$ cat src/rtl/vscale_core_scheduler.sv
// Round-robin owner select for the shared dmem arbiter. Ownership moves only at
// AHB-safe points, with a bounded quantum per grant and a switch counter.
module vscale_core_scheduler #(
  parameter int NUM_CORES      = 4,
  parameter int CORE_IDX_WIDTH = (NUM_CORES > 1) ? $clog2(NUM_CORES) : 1,
  parameter int QUANTUM        = 8,
  parameter int CNT_WIDTH      = 16
) (
  input  logic                      clk,
  input  logic                      reset,
  input  logic [NUM_CORES-1:0]      core_req,
  input  logic [NUM_CORES-1:0]      core_lock,
  input  logic                      dmem_hready,
  output logic [CORE_IDX_WIDTH-1:0] next_core,
  output logic [CORE_IDX_WIDTH-1:0] active_core,
  output logic                      switch_pulse,
  output logic [31:0]               switch_count
);

  // state  | meaning
  // RUN    | next_core == active_core; owner may be handed over at a safe point
  // SWITCH | one cycle for the arbiter's cur_core to catch up; next_core held
  typedef enum logic {RUN = 1'b0, SWITCH = 1'b1} state_t;

  localparam logic [CNT_WIDTH-1:0] QMAX = CNT_WIDTH'(QUANTUM - 1);

  state_t                    state, state_nxt;
  logic [CNT_WIDTH-1:0]      qcnt, qcnt_nxt;
  logic [CORE_IDX_WIDTH-1:0] next_core_nxt;
  logic                      switch_pulse_nxt;
  logic [31:0]               switch_count_nxt;

  logic                      own_req, own_lock, safe, expired, found;
  logic [NUM_CORES-1:0]      others;
  logic [CORE_IDX_WIDTH-1:0] target;
  int                        act;

  // Owner request/lock and competing requesters, judged against the arbiter's view.
  always_comb begin
    own_req  = 1'b0;
    own_lock = 1'b0;
    others   = core_req;
    for (int i = 0; i < NUM_CORES; i++) begin
      if (active_core == CORE_IDX_WIDTH'(i)) begin
        own_req   = core_req[i];
        own_lock  = core_lock[i];
        others[i] = 1'b0;
      end
    end
    safe    = dmem_hready & ~own_lock;
    expired = (qcnt == QMAX);
  end

  // Rotating priority: nearest requester after the current owner, wrapping at NUM_CORES.
  always_comb begin
    act    = int'(active_core);
    found  = 1'b0;
    target = active_core;
    for (int k = 1; k < NUM_CORES; k++) begin
      for (int j = 0; j < NUM_CORES; j++) begin
        if (!found && others[j] && (j == (act + k) % NUM_CORES)) begin
          found  = 1'b1;
          target = CORE_IDX_WIDTH'(j);
        end
      end
    end
  end

  always_comb begin
    state_nxt        = state;
    next_core_nxt    = next_core;
    qcnt_nxt         = qcnt;
    switch_pulse_nxt = 1'b0;
    switch_count_nxt = switch_count;
    case (state)
      RUN: begin
        if (safe && found && (!own_req || expired)) begin
          next_core_nxt    = target;
          qcnt_nxt         = '0;
          switch_pulse_nxt = 1'b1;
          switch_count_nxt = switch_count + 32'd1;
          state_nxt        = SWITCH;
        end else if (core_req == '0) begin
          qcnt_nxt = '0;
        end else if (own_req && (qcnt < QMAX)) begin
          qcnt_nxt = qcnt + CNT_WIDTH'(1);
        end
      end
      SWITCH: begin
        state_nxt = RUN;
      end
      default: begin
        state_nxt = RUN;
      end
    endcase
  end

  always_ff @(posedge clk or negedge reset) begin
    if (!reset) begin
      state        <= RUN;
      next_core    <= '0;
      active_core  <= '0;
      switch_pulse <= 1'b0;
      switch_count <= '0;
      qcnt         <= '0;
    end else begin
      state        <= state_nxt;
      next_core    <= next_core_nxt;
      active_core  <= next_core;
      switch_pulse <= switch_pulse_nxt;
      switch_count <= switch_count_nxt;
      qcnt         <= qcnt_nxt;
    end
  end

endmodule
$ cat config.mk
export PLATFORM = sky130hd
export DESIGN_NAME = vscale_core_scheduler
export DESIGN_NICKNAME = d
export VERILOG_FILES = /design/src/rtl/vscale_core_scheduler.sv
export SDC_FILE = /design/constraint.sdc
export NUM_CORES = 1
export LEC_CHECK = 0
export BUFFER_PORTS_ARGS = -buffer_cell sky130_fd_sc_hd__clkbuf_2
export CORE_ASPECT_RATIO = 0.8
export CORE_MARGIN = 2
export CORE_UTILIZATION = 40
export CTS_BUF_LIST = sky130_fd_sc_hd__clkbuf_4 sky130_fd_sc_hd__clkbuf_8
export DETAILED_ROUTE_END_ITERATION = 10
export SLEW_MARGIN = 30
export SYNTH_ARGS = -nofsm -noshare
export SYNTH_HDL_FRONTEND = slang
export SYNTH_SLANG_ARGS = --single-unit
$ cat constraint.sdc
create_clock -name clk -period 2.5 [get_ports clk]
set_input_delay 0.5 -clock clk [delete_from_list [all_inputs] [get_ports clk]]
set_output_delay 0.5 -clock clk [all_outputs]
set_load 0.1 [all_outputs]
==> results of run 1 <==
[routing by layer]
layer  global-route usage (%)  vias up  part of all wire [%]
met5                        0        -                     0
met4                    4.902        0                   1.1
met3                    3.462        5                   3.5
met2                    25.34       30                    45
met1                    21.58      929                    50
li1                         -      986                     -
[state kept, by name, summed over array words and instances, names as in the netlist]
name and cells:
state 1, active_core 2, next_core 2, switch_count 32, qcnt 16
[final timing paths]
kind	startpoint	endpoint	slack, ps	cells after the start
worst max-delay path	qcnt[0]	qcnt[2]	290	7
worst min-delay path	reset	switch_count[25]	180	1
worst max register to register	qcnt[0]	qcnt[2]	290	7
worst min register to register	next_core[1]	active_core[1]	410	0
max in group asynchronous	reset	switch_count[22]	1660	2
min in group clk	next_core[1]	active_core[1]	410	0
[worst register-to-register path: cells and delay by family, from the launching register on]
| kind | cells | cell delay [ps] |
|---|---|---|
| compound gates | 3 | 730 |
| simple gates | 2 | 570 |
| flops | 1 | 400 |
| fa+ha+maj | 1 | 220 |
| buf+inv | 1 | 190 |
[where the power goes]
part	total, µW	switching [µW]	internal, µW
clock network	561	270	291
registers	1100	127	974
logic	1250	945	301
total	2910	1340	1570
[kinds of logic (layout without fill, tap and decap cells)]
family | after synthesis | after routing | share of synthesized area [%]
muxes | 7 | 7 | 3.418
and+or+nand+nor | 104 | 104 | 21.39
AOI/OAI and AO/OA | 32 | 32 | 8.886
DFF | 53 | 53 | 51.76
adders and majority gates | 2 | 2 | 0.9764
buffers and inverters | 16 | 74 | 2.978
xor gates and xnor gates | 31 | 31 | 10.60
[per-stage QoR]
step / cells / hold slack, ps / utilization [%] / total power (µW) / setup slack (ps)
floorplan: 245 / 204.4 / - / 2130 / 0.06395
global placement: 380 / 385.5 / 46.91 / 2360 / 188.3
detailed placement: 380 / 394.9 / 46.91 / 2371 / 157.8
CTS: 387 / 205.3 / 48.57 / 2933 / 271.3
global route: 387 / 229.6 / 48.57 / 3087 / 78.48
finish: 387 / 183.3 / 48.57 / 2907 / 291.8
[placed cells by master, fill, tap and decap left out, types with 7 or more instances in the layout]
cell,netlist,final
sky130_fd_sc_hd__and2_1,7,7
sky130_fd_sc_hd__buf_4,0,11
sky130_fd_sc_hd__clkbuf_2,0,47
sky130_fd_sc_hd__dfrtp_1,53,51
sky130_fd_sc_hd__inv_1,9,9
sky130_fd_sc_hd__nand2_1,19,19
sky130_fd_sc_hd__nand3_1,11,11
sky130_fd_sc_hd__nand4_1,8,8
sky130_fd_sc_hd__nor2_1,15,15
sky130_fd_sc_hd__nor3_1,16,16
sky130_fd_sc_hd__nor4_1,14,14
sky130_fd_sc_hd__o21ai_0,7,7
sky130_fd_sc_hd__xnor2_1,7,7
sky130_fd_sc_hd__xor2_1,24,24
[area by class of cell]
cell class                 count  area (µm²)
clock buffer                   5       68.82
clock inverter                 2       35.03
fill                         590        3229
inverter                       9       33.78
multi-input combinational    176        1160
sequential                    53        1329
tap                           84       105.1
timing repair buffer          58       317.8
==> impl_metrics.prom, run 1 <==
# TYPE chip_impl_metric gauge
chip_impl_info{name="result_of_the_run",value="finished, final reports clean"} 1
chip_impl_metric{name="number_of_post_cts_setup_repair_buffers",unit=""} 0
chip_impl_metric{name="via_count_of_the_first_global_routing_pass",unit=""} 1858
chip_impl_metric{name="finish.net_count",unit=""} 316
chip_impl_metric{name="static-leakage-power",unit="µW"} 0.001481
chip_impl_metric{name="antenna-diode-count",unit=""} 0
chip_impl_metric{name="timing.critical_path.required",unit="ps"} 2690
chip_impl_metric{name="post-route-drc-count",unit=""} 0
chip_impl_info{name="timing.critical_path.to_type",value="flop"} 1
chip_impl_info{name="worst_hold_class",value="input pin to async pin"} 1
chip_impl_metric{name="synthesis.area_per_instance",unit="µm²"} 10.46
chip_impl_metric{name="setup-violations-final",unit=""} 0
chip_impl_metric{name="worst_vdd_rail_ir_drop",unit="µV"} 448.3
chip_impl_metric{name="critical_path_peak_fanout",unit=""} 14
chip_impl_info{name="yosys.cell_count.top_type",value="sky130_fd_sc_hd__dfrtp_1"} 1
chip_impl_metric{name="detail_route.first_pass.iterations",unit=""} 4
chip_impl_metric{name="number_of_max_capacitance_violations_reported",unit=""} 0
chip_impl_metric{name="place.port_buffers",unit=""} 47
chip_impl_metric{name="globalRouteOverflowTotal",unit=""} 0
chip_impl_metric{name="antenna_left",unit=""} 0
chip_impl_metric{name="ys_ff_latch",unit=""} 53
chip_impl_metric{name="synth_cell_type_count",unit=""} 40
chip_impl_metric{name="grt_util_all_layers",unit="%"} 15.73
chip_impl_metric{name="top_area_cell_type_share_of_the_netlist_area",unit="%"} 51.76
chip_impl_metric{name="synth_async_sr_flop_share",unit="%"} 100.0
chip_impl_metric{name="ioPinCount",unit=""} 48
chip_impl_metric{name="routed-via-count",unit=""} 1950
chip_impl_metric{name="post_cts.resized_instances",unit=""} 0
chip_impl_info{name="most_instantiated_cells_after_synthesis",value="sky130_fd_sc_hd__dfrtp_1, sky130_fd_sc_hd__xor2_1, sky130_fd_sc_hd__nand2_1"} 1
chip_impl_metric{name="final.setup_skew",unit="ps"} 13.96
chip_impl_info{name="worstPathCellList",value="ha_1 -> nor4bb_1 -> and4_1 -> o221ai_2 -> buf_4 -> a21o_1 -> a22o_1"} 1
chip_impl_metric{name="synth-seq-area-share",unit="%"} 51.76
chip_impl_metric{name="highest_clock_rate",unit="MHz"} 452.8
chip_impl_info{name="rsz0062_at_grt",value="no"} 1
chip_impl_metric{name="grt_max_degree",unit=""} 25
chip_impl_metric{name="placeableCoreArea",unit="µm²"} 6279
chip_impl_metric{name="htree_levels",unit=""} 2
chip_impl_metric{name="critical_path.max_stage_delay",unit="ps"} 400
chip_impl_metric{name="hold_buffers_post_cts",unit=""} 0
chip_impl_metric{name="final_area",unit="µm²"} 3049
chip_impl_metric{name="floorplan.initialDensity",unit="%"} 40.81
chip_impl_metric{name="area_delta_synth_final",unit="%"} 18.99
chip_impl_metric{name="grt_antenna_before_repair",unit=""} 0
chip_impl_metric{name="power.density",unit="nW/µm²"} 953.4
chip_impl_info{name="tritoncts",value="done"} 1
chip_impl_info{name="clock-root-buffer",value="sky130_fd_sc_hd__clkbuf_8"} 1
chip_impl_metric{name="slew_headroom",unit="%"} 58.82
chip_impl_info{name="post_synth_top_flop",value="sky130_fd_sc_hd__dfrtp_1"} 1
chip_impl_metric{name="drt_first_iter_violations",unit=""} 80
chip_impl_metric{name="gpl.final_weighted_congestion",unit=""} 0.8109
chip_impl_metric{name="placed_cell_area",unit="µm²"} 2945
chip_impl_info{name="critPathKind",value="flop to flop"} 1
chip_impl_metric{name="routed_wire_per_std_cell",unit="µm"} 13.36
chip_impl_metric{name="fin_setup_tns",unit="ps"} 0
chip_impl_metric{name="min_cycle_time_layout",unit="ps"} 2208
chip_impl_metric{name="clock-sinks",unit=""} 53
chip_impl_metric{name="timing_worst_slew_pin_value",unit="ps"} 612.0
chip_impl_metric{name="post-route-period-util",unit="%"} 88.33
chip_impl_info{name="setup.worst_path.start_class",value="flop"} 1
chip_impl_metric{name="ys.warnings.count",unit=""} 0
chip_impl_metric{name="floorplan.die_area",unit="µm²"} 7067
chip_impl_metric{name="netlist_area",unit="µm²"} 2562
chip_impl_metric{name="cts-buffers-inserted",unit=""} 5
chip_impl_metric{name="clk_pin_slew_worst_paths",unit="ps"} 90
chip_impl_metric{name="grt_first_pass_wirelength",unit="mm"} 8.811
chip_impl_info{name="synth_top_area_cell",value="sky130_fd_sc_hd__dfrtp_1"} 1
chip_impl_metric{name="dpl.hpwl",unit="mm"} 3.834
chip_impl_info{name="critPathTopFamily",value="compound AO/OA/AOI/OAI gates"} 1
chip_impl_metric{name="clock_insertion_delay_worst_skew",unit="ps"} 310
chip_impl_metric{name="hold_fails_final_rpt",unit=""} 0
chip_impl_metric{name="buffers_plus_inverters_on_the_worst_setup_path",unit=""} 1
chip_impl_metric{name="netlist_instances",unit=""} 245
chip_impl_metric{name="routed_via_density",unit=""} 5.039
chip_impl_metric{name="clk_path_buf_depth",unit=""} 2
chip_impl_metric{name="drt_wl_total",unit="mm"} 5.172
chip_impl_metric{name="floorplan.die.height",unit="µm"} 75.59
chip_impl_metric{name="chipWidth",unit="µm"} 93.49
chip_impl_info{name="crit_slowest_cell",value="sky130_fd_sc_hd__dfrtp_1"} 1
chip_impl_metric{name="placementRows",unit=""} 26
chip_impl_metric{name="post_route_cells_drive_above_1_share",unit="%"} 24.42
chip_impl_metric{name="synth_edf_count",unit=""} 0
chip_impl_info{name="netlist_top_cells_area",value="sky130_fd_sc_hd__dfrtp_1, sky130_fd_sc_hd__xor2_1, sky130_fd_sc_hd__nor4_1"} 1
chip_impl_metric{name="syn_nets",unit=""} 258
chip_impl_metric{name="timing_max_transition_violations_final",unit=""} 0
chip_impl_metric{name="cp.arrival",unit="ps"} 2400
(Power assumes the default switching activity.)
==> run 2, diff against run 1 <==
--- a/config.mk
+++ b/config.mk
@@ -11,6 +11,7 @@
 export CORE_UTILIZATION = 40
 export CTS_BUF_LIST = sky130_fd_sc_hd__clkbuf_4 sky130_fd_sc_hd__clkbuf_8
 export DETAILED_ROUTE_END_ITERATION = 10
+export PLACE_DENSITY = 0.66
 export SLEW_MARGIN = 30
 export SYNTH_ARGS = -nofsm -noshare
 export SYNTH_HDL_FRONTEND = slang
==> run 2 against run 1 <==
Clock skew shrank 2.9 ps; count of clock-buffer cells in the layout is 1 higher; non-clock buffer count shrank 1; flip-flop and latch count is the same; sequential share of layout area grew 0.29 points; die area is the same; power decreased by 2.8%; via count rose by 1.8%; critical path type unchanged.
==> impl_metrics.prom, run 2 (synthesis results as in run 1) <==
# TYPE chip_impl_metric gauge
chip_impl_info{name="result_of_the_run",value="finished, final reports clean"} 1
chip_impl_metric{name="number_of_max_capacitance_violations_reported",unit=""} 0
chip_impl_metric{name="detail_route.first_pass.iterations",unit=""} 4
chip_impl_info{name="r2r_start",value="active_core[0]"} 1
chip_impl_metric{name="clock-sinks",unit=""} 53
chip_impl_metric{name="timing_worst_slew_pin_value",unit="ps"} 595.9
chip_impl_metric{name="clk_path_buf_depth",unit=""} 2
chip_impl_metric{name="place.port_buffers",unit=""} 47
chip_impl_metric{name="cp.arrival",unit="ps"} 2500
chip_impl_metric{name="finish.net_count",unit=""} 315
chip_impl_metric{name="timing.critical_path.required",unit="ps"} 2740
chip_impl_metric{name="placeableCoreArea",unit="µm²"} 6279
chip_impl_metric{name="slew_headroom",unit="%"} 59.90
chip_impl_metric{name="antenna-diode-count",unit=""} 0
chip_impl_metric{name="cts-buffers-inserted",unit=""} 5
chip_impl_metric{name="area_delta_synth_final",unit="%"} 18.21
chip_impl_metric{name="fin_setup_tns",unit="ps"} 0
chip_impl_metric{name="critical_path_peak_fanout",unit=""} 17
chip_impl_info{name="critPathKind",value="flop to flop"} 1
chip_impl_metric{name="multiInputGateArea",unit="µm²"} 1160
chip_impl_info{name="largest-register",value="switch_count"} 1
chip_impl_metric{name="grt_util_all_layers",unit="%"} 15.51
chip_impl_metric{name="drt_wl_total",unit="mm"} 5.125
chip_impl_metric{name="number_of_post_cts_setup_repair_buffers",unit=""} 0
chip_impl_metric{name="highest_clock_rate",unit="MHz"} 444.1
chip_impl_metric{name="antenna_left",unit=""} 0
chip_impl_metric{name="floorplan.initialDensity",unit="%"} 40.81
chip_impl_metric{name="drt_first_iter_violations",unit=""} 106
chip_impl_metric{name="min_cycle_time_layout",unit="ps"} 2252
chip_impl_metric{name="final.hold.worst_slack",unit="ps"} 157.4
chip_impl_metric{name="hold_fails_final_rpt",unit=""} 0
chip_impl_info{name="tritoncts",value="done"} 1
chip_impl_metric{name="post-route-drc-count",unit=""} 0
chip_impl_metric{name="grt_first_pass_wirelength",unit="mm"} 8.714
chip_impl_metric{name="placementRows",unit=""} 26
chip_impl_info{name="layout.cells.most_common_list",value="sky130_fd_sc_hd__dfrtp_1, sky130_fd_sc_hd__clkbuf_2, sky130_fd_sc_hd__xor2_1"} 1
chip_impl_metric{name="setup-violations-final",unit=""} 0
chip_impl_metric{name="worst_vdd_rail_ir_drop",unit="µV"} 506.7
chip_impl_metric{name="dpl.hpwl",unit="mm"} 3.732
chip_impl_metric{name="clk_pin_slew_worst_paths",unit="ps"} 100
chip_impl_metric{name="grt_antenna_before_repair",unit=""} 0
chip_impl_metric{name="htree_levels",unit=""} 2
chip_impl_info{name="biggestRegsByFlops",value="switch_count (32), qcnt (16)"} 1
chip_impl_info{name="clock-root-buffer",value="sky130_fd_sc_hd__clkbuf_8"} 1
chip_impl_metric{name="chipWidth",unit="µm"} 93.49
chip_impl_metric{name="routed-via-count",unit=""} 1985
chip_impl_metric{name="floorplan.die.height",unit="µm"} 75.59
chip_impl_metric{name="routed_wire_per_std_cell",unit="µm"} 13.24
chip_impl_metric{name="timing_max_transition_violations_final",unit=""} 0
chip_impl_info{name="rsz0062_at_grt",value="no"} 1
chip_impl_metric{name="static-leakage-power",unit="µW"} 0.001463
chip_impl_metric{name="post_route_cells_drive_above_1_share",unit="%"} 24.42
chip_impl_metric{name="post_cts.resized_instances",unit=""} 0
chip_impl_info{name="timing.critical_path.to_type",value="flop"} 1
chip_impl_metric{name="final.setup_skew",unit="ps"} 11.10
chip_impl_metric{name="grt_max_degree",unit=""} 23
chip_impl_metric{name="routed_via_density",unit=""} 5.129
chip_impl_metric{name="nFillCells",unit=""} 579
chip_impl_metric{name="floorplan.die_area",unit="µm²"} 7067
chip_impl_metric{name="power.density",unit="nW/µm²"} 932.7
chip_impl_metric{name="clock_insertion_delay_worst_skew",unit="ps"} 310
chip_impl_metric{name="regArea",unit="µm²"} 1329
chip_impl_metric{name="gpl.final_weighted_congestion",unit=""} 0.8028
chip_impl_info{name="setup.worst_path.start_class",value="flop"} 1
chip_impl_metric{name="post-route-period-util",unit="%"} 90.06
chip_impl_metric{name="largest_register_ffs",unit=""} 32
chip_impl_metric{name="via_count_of_the_first_global_routing_pass",unit=""} 1869
chip_impl_metric{name="hold_buffers_post_cts",unit=""} 0
chip_impl_info{name="worst_hold_class",value="input pin to async pin"} 1
chip_impl_info{name="most_common_cell_after_layout_fill_and_taps_aside",value="sky130_fd_sc_hd__dfrtp_1"} 1
chip_impl_info{name="setup.worst_path.start",value="active_core[0]"} 1
chip_impl_metric{name="globalRouteOverflowTotal",unit=""} 0
chip_impl_metric{name="ioPinCount",unit=""} 48
[run 2: cell types whose count changed in the layout (fill, tap and decap cells not counted), sizes merged]
| cell | before | now |
|---|---|---|
| clkinv | 1 | 0 |
| clkinvlp | 0 | 2 |
| bufinv | 1 | 0 |
| clkbuf | 52 | 53 |
| buf | 11 | 10 |
[run 2: worst max-delay path, cell delays in order (launching register included)]
cell and delay [ps]:
sky130_fd_sc_hd__dfrtp_2 480, sky130_fd_sc_hd__mux4_2 530, sky130_fd_sc_hd__a211oi_2 210, sky130_fd_sc_hd__o221ai_2 170, sky130_fd_sc_hd__buf_4 230, sky130_fd_sc_hd__nor4b_1 400, sky130_fd_sc_hd__xor2_1 170
[run 2: final timing paths]
check                      cells after the start               end  slack (ps)
setup / recovery                               6   switch_count[5]         250
hold / removal                                 1  switch_count[25]         160
setup reg to reg                               6   switch_count[5]         250
hold reg to reg                                0    active_core[1]         410
max in group asynchronous                      2   switch_count[1]        1680
min in group clk                               0    active_core[1]         410
[run 2: layout make-up]
class,count,share of cell area [%]
well taps,84,3.470
multi-input cells,176,38.29
flip-flops and latches,53,43.87
clock buffers,6,2.520
clock inverters,2,0.4957
repair buffers,57,10.24
inverters,9,1.115
[run 2: report_power, final]
| group | leakage [µW] | switching [µW] | internal (µW) |
|---|---|---|---|
| logic | 0.000741 | 931 | 291 |
| registers | 0.000681 | 142 | 974 |
| clock network | 0.0000408 | 278 | 209 |
[run 2: routing by layer]
metal	global-route usage, %	vias up	part of all wire (%)
met1	21.28	951	49
met2	24.70	35	46
met4	5.392	0	1.1
li1	-	993	-
met5	0	-	0
met3	3.462	6	3.8
[run 2: per-stage QoR]
step	utilization [%]	total power, µW	setup WS (ps)	std cells	area, µm²
floorplan	-	2130	0.06395	245	2565
global placement	46.79	2345	214.7	379	2938
detailed placement	46.79	2361	201.3	379	2938
CTS	48.25	2858	245.1	387	3029
global route	48.25	2988	104.8	387	3029
finish	48.25	2825	248.5	387	3029
